### src/rtl/voice_sched_pkg.sv
// Shared definitions for the voice scheduler: width defaults, register map and FSM states.
package synth_pkg;

  localparam int DEF_PHASE_W  = 21;
  localparam int DEF_SAMPLE_W = 16;

  localparam logic [1:0] OFS_INC_L = 2'd0;
  localparam logic [1:0] OFS_INC_M = 2'd1;
  localparam logic [1:0] OFS_INC_H = 2'd2;
  localparam logic [1:0] OFS_CTRL  = 2'd3;
  localparam logic [7:0] ADR_GLOBAL = 8'h80;

  typedef enum logic [1:0] {
    IDLE,
    PRESENT,
    ACCUM,
    OUTPUT
  } state_t;

endpackage

### src/rtl/voice_sched_if.sv
// Register write port, sine lookup and TX FIFO write side of the voice scheduler.
interface voice_sched_if #(
  parameter int ADDR_W   = 8,
  parameter int PHASE_W  = 21,
  parameter int SAMPLE_W = 16
);
  logic                reg_wr;
  logic [ADDR_W-1:0]   reg_adrs;
  logic [7:0]          reg_data;
  logic [PHASE_W-1:0]  phase;
  logic [SAMPLE_W-1:0] sine_in;
  logic                fifo_wrreq;
  logic [SAMPLE_W-1:0] fifo_data;
  logic                fifo_full;

  modport master (
    output reg_wr, reg_adrs, reg_data, sine_in, fifo_full,
    input  phase, fifo_wrreq, fifo_data
  );

  modport slave (
    input  reg_wr, reg_adrs, reg_data, sine_in, fifo_full,
    output phase, fifo_wrreq, fifo_data
  );
endinterface

### src/rtl/voice_sched_regfile.sv
// Per-voice tuning words (shadowed low bytes, atomic commit on the high byte) and control bits.
module voice_regfile
  import synth_pkg::*;
#(
  parameter int NUM_VOICES = 4,
  parameter int PHASE_W    = DEF_PHASE_W,
  parameter int ADDR_W     = 8
) (
  input  logic                          clk,
  input  logic                          reset_n,
  input  logic                          reg_wr,
  input  logic [ADDR_W-1:0]             reg_adrs,
  input  logic [7:0]                    reg_data,
  input  logic [$clog2(NUM_VOICES)-1:0] sel,
  output logic [PHASE_W-1:0]            inc,
  output logic                          en,
  output logic [2:0]                    shift
);
  localparam int VI_W = $clog2(NUM_VOICES);

  logic [7:0]         shadow_l [NUM_VOICES];
  logic [7:0]         shadow_m [NUM_VOICES];
  logic [PHASE_W-1:0] inc_r    [NUM_VOICES];
  logic               en_r     [NUM_VOICES];
  logic [2:0]         shift_r  [NUM_VOICES];

  logic            hit;
  logic [VI_W-1:0] wv;
  logic [1:0]      ofs;

  always_comb begin
    wv  = reg_adrs[VI_W+1:2];
    ofs = reg_adrs[1:0];
    hit = reg_wr && (reg_adrs[ADDR_W-1:VI_W+2] == '0);
  end

  always_ff @(posedge clk or negedge reset_n) begin
    if (!reset_n) begin
      for (int unsigned i = 0; i < NUM_VOICES; i++) begin
        shadow_l[i] <= '0;
        shadow_m[i] <= '0;
        inc_r[i]    <= '0;
        en_r[i]     <= 1'b0;
        shift_r[i]  <= '0;
      end
    end else if (hit) begin
      case (ofs)
        OFS_INC_L: shadow_l[wv] <= reg_data;
        OFS_INC_M: shadow_m[wv] <= reg_data;
        // high-byte write commits the whole word so the oscillator never sees a torn increment
        OFS_INC_H: inc_r[wv] <= {reg_data[PHASE_W-17:0], shadow_m[wv], shadow_l[wv]};
        OFS_CTRL: begin
          en_r[wv]    <= reg_data[7];
          shift_r[wv] <= reg_data[2:0];
        end
        default: ;
      endcase
    end
  end

  always_comb begin
    inc   = inc_r[sel];
    en    = en_r[sel];
    shift = shift_r[sel];
  end

endmodule

### src/rtl/voice_sched.sv
// Time-shares one sine lookup across NUM_VOICES oscillators and writes one mixed word per frame.
// Define VOICE_SCHED_SAT_EN to clamp the mix to the sample range instead of wrapping.
module voice_sched
  import synth_pkg::*;
#(
  parameter int NUM_VOICES = 4,
  parameter int PHASE_W    = DEF_PHASE_W,
  parameter int SAMPLE_W   = DEF_SAMPLE_W,
  parameter int ADDR_W     = 8
) (
  input  logic          clk,
  input  logic          reset_n,
  voice_sched_if.slave  bus,
  output logic          busy
);
  localparam int VI_W  = $clog2(NUM_VOICES);
  localparam int SUM_W = SAMPLE_W + VI_W;

  state_t                     state;
  logic [VI_W-1:0]            v;
  logic [PHASE_W-1:0]         acc [NUM_VOICES];
  logic signed [SUM_W-1:0]    sum;
  logic signed [SUM_W-1:0]    sum_nx;
  logic signed [SAMPLE_W-1:0] shifted;
  logic [VI_W:0]              sum_top;
  logic [SAMPLE_W-1:0]        mixed;
  logic [PHASE_W-1:0]         inc_v;
  logic                       en_v;
  logic [2:0]                 shift_v;
  logic                       run;
  logic                       clr_pend;

  voice_regfile #(
    .NUM_VOICES (NUM_VOICES),
    .PHASE_W    (PHASE_W),
    .ADDR_W     (ADDR_W)
  ) u_regs (
    .clk      (clk),
    .reset_n  (reset_n),
    .reg_wr   (bus.reg_wr),
    .reg_adrs (bus.reg_adrs),
    .reg_data (bus.reg_data),
    .sel      (v),
    .inc      (inc_v),
    .en       (en_v),
    .shift    (shift_v)
  );

  // phase_clr stays pending until the FSM is idle, where the accumulators are zeroed
  always_ff @(posedge clk or negedge reset_n) begin
    if (!reset_n) begin
      run      <= 1'b0;
      clr_pend <= 1'b0;
    end else begin
      if (state == IDLE)
        clr_pend <= 1'b0;
      if (bus.reg_wr && bus.reg_adrs == ADDR_W'(ADR_GLOBAL)) begin
        run <= bus.reg_data[0];
        if (bus.reg_data[1])
          clr_pend <= 1'b1;
      end
    end
  end

  always_comb begin
    shifted = $signed(bus.sine_in) >>> shift_v;
    sum_nx  = sum;
    if (en_v)
      sum_nx = sum + $signed({{VI_W{shifted[SAMPLE_W-1]}}, shifted});
    sum_top = sum_nx[SUM_W-1:SAMPLE_W-1];
`ifdef VOICE_SCHED_SAT_EN
    if ((&sum_top) || (~|sum_top))
      mixed = sum_nx[SAMPLE_W-1:0];
    else if (sum_nx[SUM_W-1])
      mixed = {1'b1, {(SAMPLE_W-1){1'b0}}};
    else
      mixed = {1'b0, {(SAMPLE_W-1){1'b1}}};
`else
    mixed = sum_nx[SAMPLE_W-1:0];
`endif
  end

  // sample word and write strobe are loaded together on the last ACCUM so both are valid in OUTPUT
  always_ff @(posedge clk or negedge reset_n) begin
    if (!reset_n) begin
      state          <= IDLE;
      v              <= '0;
      sum            <= '0;
      bus.phase      <= '0;
      bus.fifo_wrreq <= 1'b0;
      bus.fifo_data  <= '0;
      busy           <= 1'b0;
      for (int unsigned i = 0; i < NUM_VOICES; i++)
        acc[i] <= '0;
    end else begin
      case (state)
        IDLE: begin
          sum            <= '0;
          v              <= '0;
          bus.fifo_wrreq <= 1'b0;
          if (clr_pend) begin
            for (int unsigned i = 0; i < NUM_VOICES; i++)
              acc[i] <= '0;
          end
          if (run && !bus.fifo_full) begin
            state <= PRESENT;
            busy  <= 1'b1;
          end
        end
        PRESENT: begin
          bus.phase <= acc[v];
          state     <= ACCUM;
        end
        ACCUM: begin
          sum    <= sum_nx;
          acc[v] <= acc[v] + inc_v;
          if (v == VI_W'(NUM_VOICES - 1)) begin
            bus.fifo_data  <= mixed;
            bus.fifo_wrreq <= 1'b1;
            state          <= OUTPUT;
          end else begin
            v     <= v + 1'b1;
            state <= PRESENT;
          end
        end
        OUTPUT: begin
          bus.fifo_wrreq <= 1'b0;
          busy           <= 1'b0;
          state          <= IDLE;
        end
        default: state <= IDLE;
      endcase
    end
  end

endmodule

### src/flat_wrapper.sv
// flat-port wrapper written by rule: the top's interface ports become plain ports
module voice_sched_flat import synth_pkg::*;
#(
  parameter int NUM_VOICES = 4,
  parameter int PHASE_W    = DEF_PHASE_W,
  parameter int SAMPLE_W   = DEF_SAMPLE_W,
  parameter int ADDR_W     = 8
)
  (clk, reset_n, busy, bus_reg_wr, bus_reg_adrs, bus_reg_data, bus_sine_in, bus_fifo_full, bus_phase, bus_fifo_wrreq, bus_fifo_data);
  voice_sched_if #(.ADDR_W(ADDR_W), .PHASE_W(PHASE_W), .SAMPLE_W(SAMPLE_W)) bus_i ();
  input  logic clk;
  input  logic reset_n;
  output logic busy;
  input wire logic [$bits(bus_i.reg_wr)-1:0] bus_reg_wr;
  input wire logic [$bits(bus_i.reg_adrs)-1:0] bus_reg_adrs;
  input wire logic [$bits(bus_i.reg_data)-1:0] bus_reg_data;
  input wire logic [$bits(bus_i.sine_in)-1:0] bus_sine_in;
  input wire logic [$bits(bus_i.fifo_full)-1:0] bus_fifo_full;
  output wire logic [$bits(bus_i.phase)-1:0] bus_phase;
  output wire logic [$bits(bus_i.fifo_wrreq)-1:0] bus_fifo_wrreq;
  output wire logic [$bits(bus_i.fifo_data)-1:0] bus_fifo_data;
  assign bus_i.reg_wr = bus_reg_wr;
  assign bus_i.reg_adrs = bus_reg_adrs;
  assign bus_i.reg_data = bus_reg_data;
  assign bus_i.sine_in = bus_sine_in;
  assign bus_i.fifo_full = bus_fifo_full;
  assign bus_phase = bus_i.phase;
  assign bus_fifo_wrreq = bus_i.fifo_wrreq;
  assign bus_fifo_data = bus_i.fifo_data;
  voice_sched #(.NUM_VOICES(NUM_VOICES), .PHASE_W(PHASE_W), .SAMPLE_W(SAMPLE_W), .ADDR_W(ADDR_W)) u_core (.clk(clk), .reset_n(reset_n), .bus(bus_i), .busy(busy));
endmodule
### config.mk
export PLATFORM = sky130hd
export DESIGN_NAME = voice_sched_flat
export DESIGN_NICKNAME = d
export VERILOG_FILES = /design/src/rtl/voice_sched_pkg.sv /design/src/rtl/voice_sched_if.sv /design/src/rtl/voice_sched_regfile.sv /design/src/rtl/voice_sched.sv /design/src/flat_wrapper.sv
export SDC_FILE = /design/constraint.sdc
export NUM_CORES = 1
export LEC_CHECK = 0
export ABC_AREA = 0
export ABC_CLOCK_PERIOD_IN_PS = 3300
export CAP_MARGIN = 20
export CORE_ASPECT_RATIO = 0.75
export CORE_UTILIZATION = 34
export CTS_CLUSTER_SIZE = 16
export DETAILED_ROUTE_END_ITERATION = 10
export PLACE_DENSITY = 0.59
export SLEW_MARGIN = 20
export SYNTH_ARGS = -nofsm -noshare
export SYNTH_HDL_FRONTEND = slang
export SYNTH_SLANG_ARGS = --single-unit
### constraint.sdc
create_clock -name clk -period 3.3 [get_ports clk]
set_input_delay 0.495 -clock clk [delete_from_list [all_inputs] [get_ports clk]]
set_output_delay 0.495 -clock clk [all_outputs]
set_load 0.005 [all_outputs]
-- Yosys cells after proc, flatten, opt, wreduce, memory -nomap -nowiden
Index checks and enable logic that the tools add are counted.
- add/sub/neg operators: 3
- multipliers: 0
- div/mod/pow operators: 0
- magnitude comparators: 4
- equal/unequal tests: 13
- shift operators: 1
- mux-type cells: 50
- bitwise logic cells: 2
- reduce and logical (&&, ||, !) cells: 23
- operator list (operator ; number):
    $bwmux W84 ; 2
    $pmux W84 S2 ; 1
    $mux W21 ; 6
    $bmux W21 S2 ; 2
    $demux W21 S2 ; 2
    $mux W84 ; 1
    $bwmux W32 ; 2
    $mux W8 ; 5
    $pmux W18 S2 ; 1
    $bmux W8 S2 ; 2
    $add A21 B21 Y21 ; 1
    $reduce_and A2 Y1 ; 10
    $add A18 B16 Y18 ; 1
    $mux W18 ; 1
    $demux W8 S2 ; 1
    $sshr A16 B3 Y16 ; 1
    $bwmux W12 ; 1
    $eq A2 B2 Y1 const B ; 5
    $mux W3 ; 3
    $eq A8 B8 Y1 const B ; 1
    $mux W1 ; 8
    $pmux W2 S4 ; 1
    $bmux W3 S2 ; 1
    $demux W3 S2 ; 1
    19 further kinds ; 36
- flip-flop bits (word level): 311
- latch bits: 0
- memory bits (writable): 0
- ROM bits: 0
- input bits: 36
- output and inout bits: 39
- logic and storage cells: 130
- memories: 0

-- Logic depth before layout (Yosys ltp)
- depth after elaboration: 8
- mapped depth: 17
- mapped depth without buffers: 15

-- Cells and area by module
Synthesis repeated with hierarchy kept, for this count alone.
- cell total of the unflattened synthesis: 1232
- area total of the unflattened synthesis: 15930.3 um^2
- modules (own cells, without submodules) (module ; instances ; cells each ; area an instance (um^2) ; seq. area each (um^2)):
    voice_sched ; 1 ; 805 ; 8564.5 ; 3628.5
    voice_regfile ; 1 ; 427 ; 7365.8 ; 4103.9

-- Least setup slack after synthesis
OpenSTA, ideal clock, no wires.
- kind: reg2reg
- start: register u_core.v[0]
- end: register u_core.sum[12]
- library setup time: 126 ps
- arrival: 3551 ps
- data required time: 3174 ps
- setup slack: -377 ps
- cell stages (with the launch flop): 18
- buffers on the path: 3
- period minus slack after synthesis: 3677 ps
- cells stage by stage: dfrtp_1 > buf_6 > mux4_2 > buf_6 > buf_8 > mux2i_1 > mux2i_1 > mux2_2 > ha_1 > inv_1 > fa_1 > nor2b_1 > o21ai_1 > a21boi_1 > o31ai_1 > a31oi_1 > mux2i_1 > a311o_1
- word-level cells in the longest chain between the ends: 8
- elaborated cells between the ends (all ways): 11
- classes of those cells: 1 x add/sub; 1 x shift; 8 x mux; 1 x bitwise
- ends and longest elaborated chain (what ; line ; RTL):
    start, declared ; voice_sched.sv:20 ; logic [VI_W-1:0] v;
    start signal, assigned ; voice_sched.sv:122 ; v <= v + 1'b1;
    $not A2 Y3 (not written as such) * ; voice_sched_regfile.sv:63, voice_sched_regfile.sv:64 ;
    $bmux W3 S2 ; voice_sched_regfile.sv:64 ; shift = shift_r[sel];
    $mux W3 (not written as such) (2 in series) ; voice_sched_regfile.sv:64 ;
    $sshr A16 B3 Y16 ; voice_sched.sv:66 ; shifted = $signed(bus.sine_in) >>> shift_v;
    $add A18 B16 Y18 ; voice_sched.sv:69 ; sum_nx = sum + $signed({{VI_W{shifted[SAMPLE_W-1]}}, shifted});
    $mux W18 * ; voice_sched.sv:68 ; if (en_v)
    $pmux W18 S2 * ; voice_sched.sv:96 ; case (state)
    end signal, assigned ; voice_sched.sv:115 ; sum <= sum_nx;
    end, declared ; voice_sched.sv:22 ; logic signed [SUM_W-1:0] sum;
Mark *: on every way between the ends. The rest lies on a longest branch, timed or not. The select of a mux whose other input is x is not followed.
A chain may end at the register's enable or synchronous reset.

-- Worst setup path after layout
- start: register u_core.v[0]
- end: register u_core.sum[14]
Same word-level chain as after synthesis.

==> summary.txt <==
total CTS buffers: 30
area leader, netlist: sky130_fd_sc_hd__dfrtp_1
layout cell share with drive strength beyond 1: 28.8%
detailed-route via count: 11.8k
Area after DPL: 18000 um2
Syn Inst Count: 1378
final core area utilization: 43.2%
endpoint of the worst setup timing path: u_core.sum[14]
horizontal extent of the die: 250 um
Critical Path Max Stage Delay: 590 ps
via density per instance: 5.45
maximum level of the CTS H-tree: 1
die area: 47000 um2
GR peak layer: met1
number of maximum-capacitance violations: 0
latest clock arrival within the worst-skew pair: 580 ps
critical hold path startpoint: bus_reg_adrs[2]
timing startpoint of the critical path: u_core.v[0]
WL per Instance: 20.1 um
maximum clock path buffer count: 3
internal power: 9.48 mW
Boundary Pins: 75
Worst-path clk slew: 60 ps
first-pass detailed-route iteration total: 5
number of rows created at floorplan: 67
transition time at the pin with the least slew margin: 885 ps
worst slack at placement: -516 ps
number of antenna cells inserted: 0
Critical Setup Path Class: reg2reg
count of port buffers added during placement: 74
count of endpoints failing hold in the final timing report: 0
Final Worst Setup Slack: -330 ps
Tmin final: 3630 ps
Relative slew margins: 41.0%
total number of clock tree sinks: 309
net switching share of the total power: 36.7%
switching power total: 5.49 mW
TritonCTS clock tree: yes
maximum number of pins on one net before global-route repair: 72
part of the total power dissipated in combinational logic: 45.3%
violated checks: negative setup slack
launch instance of the worst register-to-register path: u_core.v[0]
DRC violations left: 0
clock tree skew after final layout: 21.6 ps
buffer type at the clock tree root: sky130_fd_sc_hd__clkbuf_16
Die Y-Extent: 188 um
starting utilization of the core area: 34.8%
synthesized cell area: 15700 um2
RSZ-0062 raised after global routing: true
Worst setup SP type: flop
antenna violations before repair: 0
gpl congestion: 0.899
arrival time reported for the critical path endpoint: 4080 ps
peak supply drop: 0.426 mV
dominant register cell in the synthesized netlist: sky130_fd_sc_hd__dfrtp_1
overall routing resource usage: 18.5%
met3 layer usage reported by global route: 3.32%
core area: 45100 um2
proportion of netlist area held by the largest area contributor: 49.3%
part of the Yosys area used for sequential elements: 49.3%
hold slack final: 350 ps
largest delay contributor family on the critical path: compound AO/OA/AOI/OAI gates
Levels on crit path: 15
number of nets still failing antenna checks after routing: 0
overall power after layout: 15.0 mW
fraction of registers with async set or reset after synthesis: 100%
Synth Warn #: 0
cells traversed along the worst timing path: mux4_2, buf_4, mux2i_2, buf_4, mux2i_2, nand2_1, o21ai_1, ha_2, nor2b_2, o21ai_2, a21boi_4, o31ai_4, a22o_1, mux2i_1, a311o_1
slack of the worst reg-to-reg path: -330 ps
number of synthesized register bits: 309
Hold Path Class: in2reg
number of global-route vias before repair: 11.9k
GR Util met1: 28.2%
cell with the largest stage delay on the worst path: sky130_fd_sc_hd__mux4_2
mean post-synth cell area: 11.4 um2
Overflow after GRT: 0
total number of nets in the final design: 1636
synth cell count leaders: 309 x sky130_fd_sc_hd__dfrtp_1, 135 x sky130_fd_sc_hd__nand2_1, 122 x sky130_fd_sc_hd__mux2_2, 100 x sky130_fd_sc_hd__o21ai_0, 71 x sky130_fd_sc_hd__inv_1
global-route track usage on met2: 27.4%
most numerous cell in the Yosys netlist: sky130_fd_sc_hd__dfrtp_1
Max Transition Viols Final: 0
area grow syn2layout: 24.4%
DP HPWL: 29100 um
Lkg Pwr: 8.95 nW
Finish-stage setup viols: 39
run status: complete, but fails checks
Crit. End Element: flop
f_max: 0.275 GHz
Period Utilization, post-route: 110%
reg-to-reg endpoint: u_core.sum[14]
fin area: 19500 um2
buffers plus inverters on the worst setup path: 2
part of the total power dissipated in sequential elements: 31.8%
starting DRC count in detailed routing: 1066
Cell Pwr Density: 767 nW/um2
Area contributors post-synth: sky130_fd_sc_hd__dfrtp_1 49%, sky130_fd_sc_hd__mux2_2 8.8%, sky130_fd_sc_hd__mux4_2 6.2%
worst-case reg-to-reg path depth: 15
drt total wl: 43300 um
fraction of power consumed by the clock network: 22.9%
distinct cell type count after synthesis: 59
endpoint required time on the critical path: 3750 ps
first-pass GRT wire length: 68800 um
synthesized net count: 1460
highest fanout seen on the critical path: 4
count of flip-flops with a built-in enable after synthesis: 0
## power groups by stage
stage / clock network (mW) / registers [mW] / logic, mW
2_1_floorplan: 0 / 4.71 / 3.54
3_3_place_gp: 0 / 4.79 / 6.09
3_5_place_dp: 0 / 4.81 / 6.21
4_1_cts: 3.49 / 4.75 / 6.44
5_1_grt: 3.66 / 4.83 / 7.30
6_report: 3.42 / 4.76 / 6.78
## cells in the final DEF, fill, tap and decap left out, types with 24 or more instances in the layout
| cell | instances |
|---|---|
| sky130_fd_sc_hd__dfrtp_1 | 307 |
| sky130_fd_sc_hd__buf_4 | 149 |
| sky130_fd_sc_hd__nand2_1 | 134 |
| sky130_fd_sc_hd__mux2_2 | 117 |
| sky130_fd_sc_hd__o21ai_0 | 78 |
| sky130_fd_sc_hd__clkdlybuf4s50_1 | 71 |
| sky130_fd_sc_hd__inv_1 | 70 |
| sky130_fd_sc_hd__a22o_1 | 61 |
| sky130_fd_sc_hd__nor2_1 | 48 |
| sky130_fd_sc_hd__mux4_2 | 43 |
| sky130_fd_sc_hd__ha_1 | 34 |
| sky130_fd_sc_hd__nand4b_1 | 32 |
| sky130_fd_sc_hd__clkbuf_16 | 32 |
| sky130_fd_sc_hd__a21oi_1 | 31 |
| sky130_fd_sc_hd__mux2i_1 | 24 |
| sky130_fd_sc_hd__nand3_1 | 24 |
## worst reg2reg max path, delay by kind of cell (launching register included)
family                   cells  cell delay, ps
multiplexers                 4            1010
AO/OA/AOI/OAI                6            1230
adder cells (fa/ha/maj)      1             310
flip-flops                   1             420
buffers and inverters        2             330
AND/OR/NAND/NOR              2             240
## stage by stage
stage / cells / TNS, ps
finish: 2158 / -3430
global route: 2158 / -11370
CTS: 2151 / -2920
detailed placement: 2090 / -10290
global placement: 2090 / -6670
floorplan: 1378 / -817
## registers in the layout, summed over array words and instances, names as in the netlist
signal	count
u_core.acc	84
u_core.state	2
u_core.u_regs.shift_r	12
u_core.u_regs.inc_r	84
u_core.busy	1
u_core.run	1
u_core.bus.fifo_wrreq	1
u_core.bus.phase	21
u_core.clr_pend	1
u_core.bus.fifo_data	16
u_core.u_regs.en_r	4
u_core.sum	16
u_core.u_regs.shadow_l	32
u_core.v	2
u_core.u_regs.shadow_m	32
## worst min-delay path by stage
stage                             end  slack, ps  depth (start not counted)
2_1_floorplan           u_core.acc[0]        200                          0
3_3_place_gp   u_core.u_regs.inc_r[8]        450                          2
3_5_place_dp   u_core.u_regs.inc_r[8]        460                          2
4_1_cts        u_core.u_regs.inc_r[7]        330                          3
5_1_grt        u_core.u_regs.inc_r[2]        370                          3
6_report       u_core.u_regs.inc_r[2]        350                          3
## logic make-up after synthesis
logic type | count (synthesis) | synth area share, %
adder cells (fa/ha/maj) | 46 | 3.77
multiplexers | 211 | 18.1
buffers and inverters | 163 | 4.30
flip-flops | 309 | 49.3
XOR/XNOR | 24 | 1.34
AND/OR/NAND/NOR | 318 | 10.2
AO/OA/AOI/OAI | 307 | 12.9
## layout make-up
class / count / area, um2
inverter: 71 / 267
timing repair buffer: 236 / 2090
clock buffer: 45 / 898
multi-input combinational: 906 / 7720
clock inverter: 5 / 56.3
fill: 4198 / 25600
sequential: 309 / 7740
tap: 586 / 733
## routing by layer
layer | wire length [um] | part of all wire (%)
met1 | 21100 | 49
met4 | 655 | 1.5
met2 | 19000 | 44
met5 | 0 | 0
met3 | 2540 | 5.9
## repair_timing
| action | 4_1_cts | 5_1_grt |
|---|---|---|
| setup endpoints to repair | 60 | 74 |
| setup buffers | 10 | 6 |
| pin swaps | 19 | 10 |
| resized for setup | 56 | 43 |
| hold endpoints to repair | 66 | 0 |
| gates cloned | 0 | 1 |
| hold buffers | 1 | 0 |
Power figures use the tool's default switching activity.
